==> src/rtl/rsa_pkg.sv <==
// Shared key-datapath definitions for the RSA key-derivation blocks.
package rsa_pkg;

  localparam int KEY_W = 12;

  typedef enum logic [2:0] {
    IDLE    = 3'd0,
    CHECK   = 3'd1,
    DIV     = 3'd2,
    UPDATE  = 3'd3,
    RESOLVE = 3'd4,
    FIN     = 3'd5
  } state_t;

endpackage

==> src/rtl/mod_inverse_div.sv <==
// Restoring shift/subtract divider: one quotient bit per cycle, W cycles.
// The caller guarantees divisor != 0. Outputs hold after done until the next start.
module seq_divider #(
  parameter int W = 12
) (
  input  logic         clk,
  input  logic         rst,
  input  logic         start,
  input  logic [W-1:0] dividend,
  input  logic [W-1:0] divisor,
  output logic [W-1:0] quotient,
  output logic [W-1:0] remainder,
  output logic         done
);

  localparam int CW = $clog2(W + 1);

  logic [W-1:0]  dvs;
  logic [CW-1:0] cnt;
  logic [W:0]    trial;

  // Partial remainder shifted left with the next dividend bit brought in.
  assign trial = {remainder, quotient[W-1]};

  // Load on start, then one restoring step per cycle; done pulses after the last step.
  always_ff @(posedge clk or posedge rst) begin
    if (rst) begin
      quotient  <= '0;
      remainder <= '0;
      dvs       <= '0;
      cnt       <= '0;
      done      <= 1'b0;
    end else begin
      done <= 1'b0;
      if (start) begin
        quotient  <= dividend;
        remainder <= '0;
        dvs       <= divisor;
        cnt       <= CW'(W);
      end else if (cnt != '0) begin
        if (trial >= {1'b0, dvs}) begin
          remainder <= W'(trial - {1'b0, dvs});
          quotient  <= {quotient[W-2:0], 1'b1};
        end else begin
          remainder <= trial[W-1:0];
          quotient  <= {quotient[W-2:0], 1'b0};
        end
        cnt <= cnt - 1'b1;
        if (cnt == CW'(1)) done <= 1'b1;
      end
    end
  end

endmodule

==> src/rtl/mod_inverse.sv <==
// Extended-Euclid modular inverse: inv = e^-1 mod phi, one division per step.
// Flags no_inv when phi < 2, e == 0, or gcd(e, phi) != 1.
module mod_inverse
  import rsa_pkg::*;
#(
  parameter int W  = KEY_W,
  parameter int TW = W + 2
) (
  input  logic         clk,
  input  logic         rst,
  input  logic         start,
  input  logic [W-1:0] e,
  input  logic [W-1:0] phi,
  output logic         busy,
  output logic         done,
  output logic [W-1:0] inv,
  output logic         no_inv
);

  state_t state, nxt;

  logic [W-1:0]         r0, r1, q, rem_r, phi_r;
  logic signed [TW-1:0] t0, t1;
  logic                 bad_in;
  logic                 accept;
  logic                 div_start, div_done;
  logic [W-1:0]         div_q, div_r;

  // New requests are taken only when idle or on the done cycle (back-to-back).
  assign accept = start && (state == IDLE || state == FIN);
  assign busy   = (state != IDLE) && (state != FIN);
  assign done   = (state == FIN);

  seq_divider #(.W(W)) u_div (
    .clk       (clk),
    .rst       (rst),
    .start     (div_start),
    .dividend  (r0),
    .divisor   (r1),
    .quotient  (div_q),
    .remainder (div_r),
    .done      (div_done)
  );

  // State register.
  always_ff @(posedge clk or posedge rst) begin
    if (rst) state <= IDLE;
    else     state <= nxt;
  end

  // Next-state logic and divider launch.
  always_comb begin
    nxt       = state;
    div_start = 1'b0;
    case (state)
      IDLE:    if (start) nxt = CHECK;
      CHECK: begin
        if (bad_in)          nxt = FIN;
        else if (r1 == '0)   nxt = RESOLVE;
        else begin
          div_start = 1'b1;
          nxt       = DIV;
        end
      end
      DIV:     if (div_done) nxt = UPDATE;
      UPDATE:  nxt = CHECK;
      RESOLVE: nxt = FIN;
      FIN:     nxt = start ? CHECK : IDLE;
      default: nxt = IDLE;
    endcase
  end

  // Euclid remainders, Bezout coefficient of e, and result registers.
  always_ff @(posedge clk or posedge rst) begin
    if (rst) begin
      r0     <= '0;
      r1     <= '0;
      q      <= '0;
      rem_r  <= '0;
      phi_r  <= '0;
      t0     <= '0;
      t1     <= '0;
      bad_in <= 1'b0;
      inv    <= '0;
      no_inv <= 1'b0;
    end else if (accept) begin
      r0     <= phi;
      r1     <= e;
      phi_r  <= phi;
      t0     <= '0;
      t1     <= TW'(1);
      bad_in <= (phi < W'(2)) || (e == '0);
      inv    <= '0;
      no_inv <= 1'b0;
    end else begin
      case (state)
        CHECK: if (bad_in) no_inv <= 1'b1;
        DIV: if (div_done) begin
          q     <= div_q;
          rem_r <= div_r;
        end
        UPDATE: begin
          r0 <= r1;
          r1 <= rem_r;
          t0 <= t1;
          // Only the low TW bits matter; the true coefficient stays within +-phi.
          t1 <= TW'(t0 - $signed({1'b0, q}) * t1);
        end
        RESOLVE: begin
          if (r0 != W'(1)) begin
            no_inv <= 1'b1;
            inv    <= '0;
          end else begin
            inv <= W'(t0[TW-1] ? t0 + $signed({{(TW-W){1'b0}}, phi_r}) : t0);
          end
        end
        default: ;
      endcase
    end
  end

endmodule

==> config.mk <==
export PLATFORM = sky130hd
export DESIGN_NAME = mod_inverse
export DESIGN_NICKNAME = d
export VERILOG_FILES = /design/src/rtl/rsa_pkg.sv /design/src/rtl/mod_inverse_div.sv /design/src/rtl/mod_inverse.sv
export SDC_FILE = /design/constraint.sdc
export NUM_CORES = 1
export LEC_CHECK = 0
export BUFFER_PORTS_ARGS = -buffer_cell sky130_fd_sc_hd__buf_2
export CORE_ASPECT_RATIO = 1.5
export CORE_MARGIN = 2
export CORE_UTILIZATION = 30
export CTS_BUF_LIST = sky130_fd_sc_hd__clkbuf_16
export DETAILED_ROUTE_END_ITERATION = 16
export GPL_TIMING_DRIVEN = 0
export PLACE_DENSITY_LB_ADDON = 0.12
export SETUP_SLACK_MARGIN = 0.4
export SKIP_CTS_REPAIR_TIMING = 1
export SLEW_MARGIN = 20
export SYNTH_ARGS = -nofsm -noshare
export SYNTH_HDL_FRONTEND = slang
export SYNTH_SLANG_ARGS = --single-unit
==> constraint.sdc <==
create_clock -name clk -period 10.67 [get_ports clk]
set_input_delay 2.134 -clock clk [delete_from_list [all_inputs] [get_ports clk]]
set_output_delay 2.134 -clock clk [all_outputs]
set_load 0.05 [all_outputs]
==> results.txt <==
Worst r2r src: t1[3]$_DFFE_PP0P_
Cell Count Post-Placement: 1695
Worst-Skew Late Latency: 0.42 ns
Synth unique cells: 60
Clock Path Buffers: 2
Reg2reg setup slack: 4.56 ns
Total of max-cap violations: 0
Hold crit path type: reg -> reg
Via-to-Cell Ratio: 4.859
CTS tree: done
Iter 0 DRT Violations: 367
Top_reg_cell synth: dfrtp_1
Pin count of the biggest net entering global routing: 88
Inserted Clock Buffers: 17
Layout cells sized above 1: 0.09011
Highest Clock Rate: 163.6 MHz
R2R Path End: t1[13]$_DFFE_PP0P_
Die Ht: 235.8 um
IO Pins: 42
Clock Skews: 0.01041 ns
Post-DP HPWL: 25830 um
H-Tree Depth: 4
Row count: 84
CTS Sinks: 146
Area grow syn2layout: 13.04%
Core area: 35210 sq um
Die W: 158.5 um
Pre-antenna DRT Iters: 5
WL final: 32710 um
Required @ worst endpoint: 10.97 ns
Synth warnings: 0
Crit path launch type: register
Min Tclk post-route: 6.114 ns
CP arrival: 6.41 ns
Slew headroom: 0.3347
Max FO, Critical Path: 10
Final period util: 0.5730
Crit-path slowest cell: o41ai_1
Setup crit end kind: register
Hold wc startpoint: inv[7]$_DFFE_PP0P_
Sequential fraction of the synthesis area: 0.3401
Worst slew pin tran: 0.9958 ns
Ys async rst share: 1.000
Root Buffer: clkbuf_16
Hold violation count in the final report: 0
Max incr delay on CP: 0.76 ns
Syn avg cell area: 9.104 sq um
Initial Utilization: 0.3051
IO buf count: 41
First-pass GRT wire length: 51140 um
Max-slew violations: 0
Number of global-route vias before repair: 8683
FF-to-FF path depth: 17
Antenna-violating nets left: 0
Drt wl/cell: 18.94 um
# setup viols final: 0
Crit Path Class: reg -> reg
Mapped Area: 10740 sq um
ANT cells: 0
RSZ-0062 raised after global routing: false
Seq cells post-synth: 146
Layout Cells excl Fill: 1727
GRT overflow: 0
# nets final: 1411
Die area: 37370 sq um
WHS Endpoint: inv[7]$_DFFE_PP0P_
Post-synth net total: 1350
Initial antenna violation count: 0
Post-route DRC violation count: 0
GPL Wtd Cong: 0.8120
Total global-route track usage: 0.1827
Status: finished, final reports clean
Cell mode on critical path: fa_1
Post-Synthesis Cells: 1180
Hold depth: 2
Total number of vias: 8392
EDFF count, synth: 0
Worst-path clk slew: 0.07 ns
Setup_tns: 0 ns
Cells along the critical path: clkbuf_1 -> nand2_1 -> fa_1 -> inv_1 -> fa_1 -> fa_1 -> ha_1 -> inv_1 -> fa_1 -> inv_1 -> fa_1 -> inv_1 -> ha_1 -> o41ai_1 -> o21ai_0 -> xnor2_1 -> o21ai_1
synthesized netlist by cell type, drive strengths merged, types with 2 or more instances:
cell type	instances	area [sq um]
or4	3	26.27
nand4	10	62.56
nor3	12	60.06
nand2b	8	50.05
nand2	217	814.5
o21bai	2	15.01
o41ai	2	17.52
nor4b	2	17.52
inv	128	480.5
ha	70	875.8
fa	73	1461
buf	11	55.04
a21oi	46	237.7
clkbuf	45	168.9
o31ai	4	35.03
o211ai	3	27.52
nand3b	2	15.01
nand3	23	115.1
nor4	10	62.56
mux2i	25	250.2
o21a	9	67.56
mux2	25	281.5
o31a	2	17.52
a21o	8	60.06
o311ai	2	17.52
nor2	53	198.9
a31oi	26	162.7
dfrtp	146	3654
xor2	14	122.6
and3	5	31.28
a211o	2	17.52
xnor2	39	341.6
or2	2	12.51
or3	3	18.77
nor3b	6	45.04
a211oi	9	67.56
nor2b	8	50.05
and2	47	294.0
o21ai	65	325.3
placed cells by master (no fill, tap or decap), drive strengths merged, types with 3 or more instances in the layout:
cell type and n:
nand2 217, o21a 9, nor2 53, or4 3, a21o 8, o21ai 65
xor2 14, clkbuf 62, clkinvlp 6, a21oi 46, buf 53, inv 131
fa 73, xnor2 39, mux2 25, nor3 12, o211ai 3, nand2b 8
and3 5, mux2i 25, or3 3, nand4 10, a211oi 9, nor4 10
and2 47, o31ai 4, nand3 23, dfrtp 146, nor2b 8, clkinv 5
nor3b 6, a31oi 26, ha 70
cell families after synthesis:
group,share of synthesized area
AO/OA/AOI/OAI,0.1065
XOR/XNOR,0.04321
adder cells (fa/ha/maj),0.2185
buffers and inverters,0.06592
flip-flops,0.3401
multiplexers,0.04950
AND/OR/NAND/NOR,0.1763
worst max path at each step:
stage / from / endpoint / cells past startpoint
2_1_floorplan: rst / bad_in$_DFFE_PP0P_ / 1
3_3_place_gp: rst / inv[1]$_DFFE_PP0P_ / 2
5_1_grt: t1[3]$_DFFE_PP0P_ / t1[11]$_DFFE_PP0P_ / 17
3_5_place_dp: t1[3]$_DFFE_PP0P_ / t1[13]$_DFFE_PP0P_ / 17
4_1_cts: t1[3]$_DFFE_PP0P_ / t1[13]$_DFFE_PP0P_ / 17
6_report: t1[3]$_DFFE_PP0P_ / t1[13]$_DFFE_PP0P_ / 17
state kept, by name, summed over array words and instances (netlist names):
name / flops
t0: 14
inv: 12
rem_r: 12
q: 12
no_inv: 1
u_div.remainder: 12
u_div.done: 1
t1: 14
u_div.dvs: 12
r1: 12
u_div.cnt: 4
phi_r: 12
u_div.quotient: 12
bad_in: 1
state: 3
r0: 12
routing by layer:
| metal | part of all wire | wire, um | track usage | vias up |
|---|---|---|---|---|
| met5 | 0 | 0 | 0 | - |
| met4 | 0.029 | 962 | 0.06115 | 0 |
| met3 | 0.018 | 582 | 0.02264 | 41 |
| met2 | 0.55 | 17920 | 0.3349 | 111 |
| met1 | 0.40 | 13250 | 0.2170 | 4231 |
| li1 | - | - | - | 4009 |
worst max-delay path: cells and delay by family, from the launching register on:
kind	cells	cell delay, ns
adders and majority gates	7	3.02
buffers and inverters	5	0.83
AOI/OAI and AO/OA	3	1.11
and+or+nand+nor	1	0.17
xor gates and xnor gates	1	0.26
DFF	1	0.56
area by class of cell:
cell class / count / area, sq um
Multi-Input combinational cell: 849 / 6381
Clock inverter: 15 / 143.9
Timing Repair Buffer: 42 / 232.7
Buffer: 56 / 224.0
Clock buffer: 17 / 425.4
Tap cell: 473 / 591.8
Sequential cell: 146 / 3654
Fill cell: 3718 / 23060
Inverter: 129 / 491.7
metrics by stage:
step | hold WS, ns | util | area [sq um] | worst slack [ns]
final | 0.4810 | 0.3449 | 12140 | 4.556
after global routing | 0.5133 | 0.3449 | 12140 | 4.173
after detailed placement | 0.4686 | 0.3287 | 11570 | 4.512
after CTS | 0.4843 | 0.3449 | 12140 | 4.470
after floorplan | 0.4499 | - | 10740 | 4.613
after global placement | 0.4669 | 0.3278 | 11540 | 2.528
Power is left out: the tool's default activity adds up to more than one toggle a clock period on the data nets, which glitch-free logic cannot reach.
